## src/rtl/rv_core_pkg.sv

```systemverilog
// Shared encodings for the multi-cycle RV64I-subset core: opcodes, function codes,
// FSM states, halt causes and ALU operations.
package rv_core_pkg;

  localparam logic [6:0] OpcOpImm  = 7'h13;
  localparam logic [6:0] OpcOp     = 7'h33;
  localparam logic [6:0] OpcLui    = 7'h37;
  localparam logic [6:0] OpcAuipc  = 7'h17;
  localparam logic [6:0] OpcJal    = 7'h6f;
  localparam logic [6:0] OpcJalr   = 7'h67;
  localparam logic [6:0] OpcSystem = 7'h73;

  localparam logic [2:0] F3AddSub = 3'b000;
  localparam logic [2:0] F3Jalr   = 3'b000;

  localparam logic [6:0] F7Add = 7'b000_0000;
  localparam logic [6:0] F7Sub = 7'b010_0000;

  localparam logic [31:0] InstEbreak = 32'h0010_0073;

  typedef enum logic [1:0] {
    StFetch,
    StDecode,
    StExec,
    StHalt
  } state_e;

  typedef enum logic [1:0] {
    HcNone       = 2'b00,
    HcEbreak     = 2'b01,
    HcIllegal    = 2'b10,
    HcMisaligned = 2'b11
  } halt_cause_e;

  typedef enum logic [1:0] {
    AluAdd,
    AluSub,
    AluPassB
  } alu_op_e;

  // J-type immediate, sign-extended to 32 bits.
  function automatic logic [31:0] imm_j32(logic [31:0] inst);
    return {{11{inst[31]}}, inst[31], inst[19:12], inst[20], inst[30:21], 1'b0};
  endfunction

endpackage

```

## src/rtl/rv_regfile.sv

```systemverilog
// 32-entry integer register file: two asynchronous read ports, one synchronous write
// port, x0 hardwired to zero, synchronous clear.
module rv_regfile #(
  parameter int unsigned XLEN = 64
) (
  input  logic            clk_i,
  input  logic            rst_i,
  input  logic [4:0]      raddr_a_i,
  output logic [XLEN-1:0] rdata_a_o,
  input  logic [4:0]      raddr_b_i,
  output logic [XLEN-1:0] rdata_b_o,
  input  logic            we_i,
  input  logic [4:0]      waddr_i,
  input  logic [XLEN-1:0] wdata_i
);

  logic [XLEN-1:0] regs_q [32];

  always_ff @(posedge clk_i) begin
    if (rst_i) begin
      for (int i = 0; i < 32; i++) begin
        regs_q[i] <= '0;
      end
    end else if (we_i && (waddr_i != 5'd0)) begin
      regs_q[waddr_i] <= wdata_i;
    end
  end

  assign rdata_a_o = (raddr_a_i == 5'd0) ? '0 : regs_q[raddr_a_i];
  assign rdata_b_o = (raddr_b_i == 5'd0) ? '0 : regs_q[raddr_b_i];

endmodule

```

## src/rtl/rv_core_mc.sv

```systemverilog
// Multi-cycle RV64I-subset core (FETCH/DECODE/EXEC/HALT) with wait-state fetch port,
// bench instruction injection, halt/trap detection and a retire trace port.
module rv_core_mc
  import rv_core_pkg::*;
#(
  parameter int unsigned XLEN      = 64,
  parameter logic [63:0] RESET_PC  = 64'h8000_0000,
  parameter bit          INJECT_EN = 1'b1
) (
  input  logic            clk,
  input  logic            rst,
  output logic            imem_req,
  output logic [XLEN-1:0] imem_addr,
  input  logic [31:0]     imem_rdata,
  input  logic            imem_valid,
  input  logic            dbg_inject_en,
  input  logic [31:0]     dbg_inject_inst,
  output logic            retire,
  output logic [XLEN-1:0] retire_pc,
  output logic            retire_we,
  output logic [4:0]      retire_rd,
  output logic [XLEN-1:0] retire_wdata,
  output logic            halt,
  output logic [1:0]      halt_cause
);

  state_e          state_q;
  logic [XLEN-1:0] pc_q;
  logic [31:0]     inst_q;
  logic [XLEN-1:0] op_a_q, op_b_q;
  logic [4:0]      rd_q;
  alu_op_e         alu_op_q;
  logic            jump_q, ebreak_q, illegal_q;
  logic            halt_q;
  halt_cause_e     cause_q;

  logic [XLEN-1:0] rs1_rdata, rs2_rdata;
  logic [XLEN-1:0] imm_i, imm_u, imm_j;
  logic [XLEN-1:0] dec_a, dec_b;
  alu_op_e         dec_alu;
  logic            dec_jump, dec_ebreak, dec_illegal;
  logic            inject_active;

  logic [XLEN-1:0] alu_res, jump_target, pc_plus4, exec_wdata, next_pc;
  halt_cause_e     exec_cause;
  logic            exec_halt, retire_ok, wr_en;

  rv_regfile #(
    .XLEN(XLEN)
  ) u_regfile (
    .clk_i    (clk),
    .rst_i    (rst),
    .raddr_a_i(inst_q[19:15]),
    .rdata_a_o(rs1_rdata),
    .raddr_b_i(inst_q[24:20]),
    .rdata_b_o(rs2_rdata),
    .we_i     (wr_en),
    .waddr_i  (rd_q),
    .wdata_i  (exec_wdata)
  );

  assign inject_active = INJECT_EN && dbg_inject_en && (state_q == StFetch);
  assign imem_req      = (state_q == StFetch) && !inject_active;
  assign imem_addr     = pc_q;

  assign imm_i = XLEN'($signed(inst_q[31:20]));
  assign imm_u = XLEN'($signed({inst_q[31:12], 12'h000}));
  assign imm_j = XLEN'($signed(imm_j32(inst_q)));

  // Decode: operands are muxed here so EXEC only sees a/b and an ALU op.
  always_comb begin
    dec_a       = rs1_rdata;
    dec_b       = imm_i;
    dec_alu     = AluAdd;
    dec_jump    = 1'b0;
    dec_ebreak  = 1'b0;
    dec_illegal = 1'b0;
    case (inst_q[6:0])
      OpcOpImm: dec_illegal = (inst_q[14:12] != F3AddSub);
      OpcOp: begin
        dec_b = rs2_rdata;
        if ((inst_q[14:12] == F3AddSub) && (inst_q[31:25] == F7Add)) begin
          dec_alu = AluAdd;
        end else if ((inst_q[14:12] == F3AddSub) && (inst_q[31:25] == F7Sub)) begin
          dec_alu = AluSub;
        end else begin
          dec_illegal = 1'b1;
        end
      end
      OpcLui: begin
        dec_b   = imm_u;
        dec_alu = AluPassB;
      end
      OpcAuipc: begin
        dec_a = pc_q;
        dec_b = imm_u;
      end
      OpcJal: begin
        dec_a    = pc_q;
        dec_b    = imm_j;
        dec_jump = 1'b1;
      end
      OpcJalr: begin
        dec_jump    = 1'b1;
        dec_illegal = (inst_q[14:12] != F3Jalr);
      end
      OpcSystem: begin
        if (inst_q == InstEbreak) begin
          dec_ebreak = 1'b1;
        end else begin
          dec_illegal = 1'b1;
        end
      end
      default: dec_illegal = 1'b1;
    endcase
  end

  always_comb begin
    case (alu_op_q)
      AluSub:   alu_res = op_a_q - op_b_q;
      AluPassB: alu_res = op_b_q;
      default:  alu_res = op_a_q + op_b_q;
    endcase
  end

  assign jump_target = {alu_res[XLEN-1:1], 1'b0};
  assign pc_plus4    = pc_q + XLEN'(4);
  assign exec_wdata  = jump_q ? pc_plus4 : alu_res;
  assign next_pc     = jump_q ? jump_target : pc_plus4;

  always_comb begin
    if (illegal_q) begin
      exec_cause = HcIllegal;
    end else if (ebreak_q) begin
      exec_cause = HcEbreak;
    end else if (jump_q && jump_target[1]) begin
      exec_cause = HcMisaligned;
    end else begin
      exec_cause = HcNone;
    end
  end

  assign exec_halt = (exec_cause != HcNone);
  assign retire_ok = (state_q == StExec) && !exec_halt;
  assign wr_en     = retire_ok && (rd_q != 5'd0);

  always_ff @(posedge clk) begin
    if (rst) begin
      state_q   <= StFetch;
      pc_q      <= RESET_PC[XLEN-1:0];
      inst_q    <= '0;
      op_a_q    <= '0;
      op_b_q    <= '0;
      rd_q      <= '0;
      alu_op_q  <= AluAdd;
      jump_q    <= 1'b0;
      ebreak_q  <= 1'b0;
      illegal_q <= 1'b0;
      halt_q    <= 1'b0;
      cause_q   <= HcNone;
    end else begin
      unique case (state_q)
        StFetch: begin
          // Injection has priority over a simultaneous memory response.
          if (inject_active) begin
            inst_q  <= dbg_inject_inst;
            state_q <= StDecode;
          end else if (imem_valid) begin
            inst_q  <= imem_rdata;
            state_q <= StDecode;
          end
        end
        StDecode: begin
          op_a_q    <= dec_a;
          op_b_q    <= dec_b;
          rd_q      <= inst_q[11:7];
          alu_op_q  <= dec_alu;
          jump_q    <= dec_jump;
          ebreak_q  <= dec_ebreak;
          illegal_q <= dec_illegal;
          state_q   <= StExec;
        end
        StExec: begin
          if (exec_halt) begin
            halt_q  <= 1'b1;
            cause_q <= exec_cause;
            state_q <= StHalt;
          end else begin
            pc_q    <= next_pc;
            state_q <= StFetch;
          end
        end
        StHalt: ;
      endcase
    end
  end

  assign retire       = retire_ok;
  assign retire_pc    = retire_ok ? pc_q : '0;
  assign retire_we    = wr_en;
  assign retire_rd    = retire_ok ? rd_q : 5'd0;
  assign retire_wdata = wr_en ? exec_wdata : '0;
  assign halt         = halt_q;
  assign halt_cause   = cause_q;

endmodule

```

## config.mk

```make
export PLATFORM = sky130hd
export DESIGN_NAME = rv_core_mc
export DESIGN_NICKNAME = d
export VERILOG_FILES = /design/src/rtl/rv_core_pkg.sv /design/src/rtl/rv_regfile.sv /design/src/rtl/rv_core_mc.sv
export SDC_FILE = /design/constraint.sdc
export NUM_CORES = 2
export LEC_CHECK = 0
export CAP_MARGIN = 20
export CORE_MARGIN = 1
export CORE_UTILIZATION = 30
export CTS_BUF_LIST = sky130_fd_sc_hd__clkbuf_4 sky130_fd_sc_hd__clkbuf_8
export DETAILED_ROUTE_END_ITERATION = 7
export PLACE_DENSITY_LB_ADDON = 0.15
export SYNTH_ARGS = -nofsm -noshare
export SYNTH_HDL_FRONTEND = slang
export SYNTH_SLANG_ARGS = --single-unit
```

## constraint.sdc

```tcl
create_clock -name clk -period 8.88 [get_ports clk]
set_clock_uncertainty 0.1 [all_clocks]
set_input_delay 1.776 -clock clk [delete_from_list [all_inputs] [get_ports clk]]
set_output_delay 1.776 -clock clk [all_outputs]
set_load 0.01 [all_outputs]
```

Yosys cells after proc, flatten, opt, wreduce, memory -nomap -nowiden
Memory sizes are Yosys's and may differ from the RTL's. A register that Yosys moved wholly into a read port is not among the register bits. Index checks and enable logic that the tools add are counted.

Register bits after elaboration: 239. RAM bits: 2048. Input bits: 68. Output and inout bits: 203. Memories kept: 1.

Add/subtract/negate cells: 3. Eq/ne operators: 14. Multiplexer cells: 41. Bitwise gates (word level): 1. Reductions and logical operators: 30.

Memories: u_regfile.regs_q (depth 32, width 64, rd ports 2, clocked after memory_dff 2, write ports 32, RTL line rv_regfile.sv:17) `logic [XLEN-1:0] regs_q [32];`.

Operator list (number): $mux 64 (8); $pmux 64 s3 (1); $pmux 64 s2 (1); $add 64x3->64 const B (1); $add 64x64->64 (1); $mux 32 (2); $reduce_or 64->1 (1); $sub 64x64->64 (1); $eq 32x21->1 const B (1); $mux 5 (6); $eq 7x6->1 const B (3); $eq 7x7->1 const B (3); $eq 7x5->1 const B (2); $mux 1 (14); $mux 2 (6); $logic_not 5->1 (2); $logic_and 1x1->1 (8); $reduce_and 2->1 (4); $reduce_or 2->1 (4); $logic_not 7->1 (1); $pmux 2 s3 (1); $reduce_bool 3->1 (2); $reduce_bool 5->1 (1); $eq 2x1->1 const B (2); 10 further kinds (13).

Depth between registers and ports, before layout
Word-level depth: 16. Depth in mapped cells: 27. Gate-level depth less buffers: 23.

By module
From an unflattened synthesis, not the netlist that was laid out.

Cell total of the unflattened synthesis: 9880. Area total of the unflattened synthesis: 128176.7 sq um.

By module, submodules not included: rv_regfile (instances 1, cells each 7055, area each 108255.1 sq um, sequential area each 61499.0 sq um); rv_core_mc (instances 1, cells each 2825, area each 19921.6 sq um, sequential area each 4764.6 sq um).

Least setup slack after synthesis
No wires, ideal clock.

Path type: register to output. From: reg op_b_q[12]. To: out retire_wdata[57]. Arrival: 5.613 ns. Data required time: 7.004 ns. Setup slack: 1.391 ns. Cell stages (with the launch flop): 23. Path buffers: 4. Cell sequence: dfxtp_1 -> or4_1 -> or3_1 -> nor3_1 -> and2_1 -> clkbuf_1 -> and3_1 -> nand3_1 -> nor3_2 -> nand2_1 -> o41ai_1 -> xor2_1 -> ha_1 -> clkbuf_1 -> nand4_1 -> or3_1 -> o221ai_1 -> o21ai_0 -> a311oi_1 -> or2_2 -> clkbuf_1 -> buf_1 -> nor2_1.

Cells in the longest elaborated chain, start to end: 4. Elaborated cells between the ends (all ways): 5. Those cells by class: add/sub: 2; mux: 3.

Ends and longest elaborated chain: start, declared (RTL line rv_core_mc.sv:30) `logic [XLEN-1:0] op_a_q, op_b_q;`; start signal, assigned (RTL line rv_core_mc.sv:153) `op_b_q <= '0;`; start signal, assigned (RTL line rv_core_mc.sv:175) `op_b_q <= dec_b;`; $add 64x64->64 or $sub 64x64->64 (tied branches) (RTL line rv_core_mc.sv:122, rv_core_mc.sv:120); $pmux 64 s2 * (RTL line rv_core_mc.sv:119) `case (alu_op_q)`; $mux 64 * (RTL line rv_core_mc.sv:128) `assign exec_wdata = jump_q ? pc_plus4 : alu_res;`; $mux 64 * (RTL line rv_core_mc.sv:202) `assign retire_wdata = wr_en ? exec_wdata : '0;`; end, declared (RTL line rv_core_mc.sv:22) `output logic [XLEN-1:0] retire_wdata,`.

Mark *: on every way between the ends. The rest lies on a longest branch, timed or not.

Final worst setup path
From: reg op_b_q[14]. To: out retire_wdata[54].

The elaborated chain is that of the path after synthesis.

==> impl_metrics.json <==
{
  "status": "finished, violations left",
  "violations": "design-rule violations",
  "cp.required_ps": 7000,
  "path_clk_slew_ps": 60,
  "max_slew_margin_pct": 15.25,
  "io_pins": 271,
  "vias": 89180,
  "critPathBufInv": 3,
  "dr_wl_met2_um": 274500,
  "worst_slack_ps": 175.5,
  "clock_sinks": 2296,
  "highest_layer": "met5",
  "drcViolationCount": 84,
  "drt-initial-drc-count": 11440,
  "crit_path_top_delay_cell": "or4_4",
  "synth.most_common_cell": "nor2_1",
  "fin_crit_ps": 8705,
  "syn-cell-area_um2": 122300,
  "maxSlewViolCount": 0,
  "instances_no_fill": 15010,
  "cp_cell_sequence": "or4_4, or3_1, nor3_2, and4_4, buf_4, a21oi_1, xnor2_1, ha_1, nand4_1, nor4_1, o21ai_0, o21ai_0, o21ai_2, o31ai_2, a21boi_2, buf_4, mux2_2, or3_4, nor2_1, dlygate4sd2_1",
  "pre_cts_ws_ps": 249.5,
  "htreeDepth": 5,
  "drt_first_pass_iters": 8,
  "dieHeight_um": 640.6,
  "finalPower_w": 0.03347,
  "rows": 234,
  "startpoint_type": "register",
  "leakage_nw": 47.54,
  "worstPathArrival_ps": 6830,
  "hold_violations": 0,
  "wl_met1_um": 235500,
  "rrSetupSlack_ps": 1460,
  "drt_wl_total_um": 580700,
  "cp_top_family": "simple AND/OR/NAND/NOR gates",
  "finalSetupViolCount": 0,
  "ys_types": 89,
  "placed_cells": 14210,
  "grt_pass1_wl_um": 780100,
  "syn_to_final_growth_pct": 15.91,
  "synth_warnings": 0,
  "core_um2": 406100,
  "fmax_mhz": 114.9,
  "layout_worst_path_cycle_share_pct": 98.02,
  "die_area_um2": 410400,
  "synth_top_cell_area_share_pct": 50.27,
  "placed_cell_area_um2": 132700,
  "max_cap_violations": 0,
  "fp.dieW_um": 640.6,
  "route.detailed.wl_per_inst_um": 38.68,
  "grt_pass1_vias": 88470,
  "clk_latency_ps": 1200,
  "vias_per_cell": 5.940,
  "drtAntennaViolNets": 0,
  "numPortBuffers": 268,
  "worstHoldEndpoint": "halt_cause[1]",
  "cp_slowest_stage_delay_ps": 530,
  "met3_wirelength_um": 46020,
  "fin_area_um2": 141800,
  "ys_ff_latch": 2296,
  "area.sequential_um2": 66510,
  "grt-ovfl-total": 0,
  "worst_pin_slew_ps": 1271,
  "ys_seq_area_share_pct": 54.32,
  "timing.rr.end": "u_regfile.regs_q[28][44]",
  "cts_buffers": 419,
  "hp-class": "register to register",
  "critPathKind": "register to output port",
  "r2r_cells": 16,
  "cts_root_buffer": "clkbuf_8",
  "grt_max_degree": 110,
  "gr-usage-all-layers_pct": 27.74,
  "cts_tree": "yes",
  "synth_area_leaders": "edfxtp_1, mux4_2, nor2_1",
  "start_util_pct": 30.13,
  "synth-async-reset-ratio_pct": 0,
  "hold_depth": 1,
  "r2r-start": "alu_op_q[1]",
  "irDropWorstVdd_mv": 0.1548,
  "syn_avg_cell_area_um2": 13.51,
  "synth-edff-count": 2048,
  "yosys.area.top_type": "edfxtp_1",
  "multi_input_area_um2": 53770,
  "layout-drive-gt1-share_pct": 28.80,
  "endpoint_kind": "output port",
  "hold_start": "ebreak_q",
  "final.fill_count": 39440,
  "hpwl_um": 351500,
  "critPathMaxFanout": 7,
  "synthCells": 9055,
  "place.gp.congestion": 0.9343,
  "antenna_found_initial": 40,
  "synth_ff_type": "edfxtp_1",
  "clockBufferDepth": 4,
  "rsz0062_at_grt": "true",
  "fin_nets": 9350,
  "power_density_nw_per_um2": 236.0,
  "synth_common_cells": "nor2_1, edfxtp_1, mux4_2, clkbuf_1, nand2_1"
}
-- per-stage QoR --
step	TNS [ps]	util [%]	hold WS, ps
2_1_floorplan	0	-	342.8
3_3_place_gp	0	32.68	363.7
3_5_place_dp	0	32.69	374.8
4_1_cts	-47.88	34.82	384.9
5_1_grt	-159.9	34.91	417.4
6_report	0	34.92	391.2
-- per-layer routing --
| metal | track usage, % | up-vias |
|---|---|---|
| li1 | - | 35040 |
| met1 | 37.16 | 48310 |
| met2 | 45.13 | 4798 |
| met3 | 4.602 | 1011 |
| met4 | 10.43 | 14 |
| met5 | 0 | - |
-- worst reg2reg max path: stages, from the launching register on --
cell and delay, ps:
dfxtp_1 470, nand2b_1 880, nor2_1 80, a21oi_1 290, fa_1 530, mux2_2 360
nand2_1 140, nand2b_1 110, or3_4 500, inv_4 170, nand2_4 370, buf_12 390
nor4_2 250, buf_4 250, nand2_4 580, nand2b_4 870, buf_12 530
-- cells in the final DEF (no fill, tap or decap), types with 66 or more instances in the layout --
| cell type | Yosys | routed |
|---|---|---|
| nor2_1 | 2282 | 2267 |
| edfxtp_1 | 2048 | 2048 |
| mux4_2 | 1280 | 1280 |
| clkbuf_8 | 0 | 440 |
| buf_4 | 2 | 316 |
| clkdlybuf4s50_1 | 0 | 259 |
| a21oi_1 | 260 | 239 |
| nand2_1 | 271 | 238 |
| dfxtp_1 | 248 | 237 |
| nor3_1 | 220 | 214 |
| clkbuf_4 | 0 | 159 |
| mux2_2 | 142 | 142 |
| clkinv_1 | 0 | 102 |
| o21ai_0 | 106 | 90 |
| xnor2_1 | 92 | 90 |
| a211oi_1 | 91 | 85 |
| nand3_1 | 82 | 81 |
| a22oi_1 | 77 | 77 |
| and2_1 | 75 | 74 |
| conb_1 | 1 | 66 |
-- timing repair --
item                       4_1_cts  5_1_grt
hold endpoints to repair         0        0
buffers inserted                 5        7
gates resized for setup         88       63
hold buffers                     0        0
setup endpoints to repair       36       31
pin swaps                       12       18
-- power by group --
group	switching [W]	total, W	internal, W
clock network	0.00494	0.0104	0.00546
logic	0.00658	0.0102	0.00358
registers	0.000657	0.0129	0.0122
-- final cells by class --
class / count / share of cell area (%)
Sequential cell: 2296 / 46.90
Antenna cell: 32 / 0.05647
Timing Repair Buffer: 641 / 4.372
Multi-Input combinational cell: 5808 / 37.91
Clock buffer: 599 / 5.112
Clock inverter: 163 / 0.7341
Inverter: 46 / 0.1244
Tap cell: 5428 / 4.789
-- sequential cells by signal (all words and copies together), names as in the netlist, named ones only --
name,flops
alu_op_q,2
ebreak_q,1
halt,1
halt_cause,2
illegal_q,1
imem_addr,63
inst_q,32
jump_q,1
op_a_q,64
op_b_q,64
rd_q,5
state_q,2
u_regfile.regs_q,2048
-- worst max path at each step --
stage	start	depth (start not counted)	to	slack, ps
5_1_grt	op_b_q[14]	20	retire_wdata[54]	-70
6_report	op_b_q[14]	20	retire_wdata[54]	180
3_5_place_dp	op_b_q[1]	29	retire_wdata[59]	250
2_1_floorplan	op_b_q[12]	22	retire_wdata[57]	1390
4_1_cts	op_b_q[1]	28	retire_wdata[59]	-40
3_3_place_gp	op_b_q[1]	29	retire_wdata[59]	80
-- cells by family after synthesis --
family	synth area share, %
buffers and inverters	3.154
other	0.003065
AOI/OAI and AO/OA	4.502
xor gates and xnor gates	1.130
DFF	54.32
muxes	25.04
and+or+nand+nor	11.12
adders and majority gates	0.7220
Power figures use the tool's default switching activity.
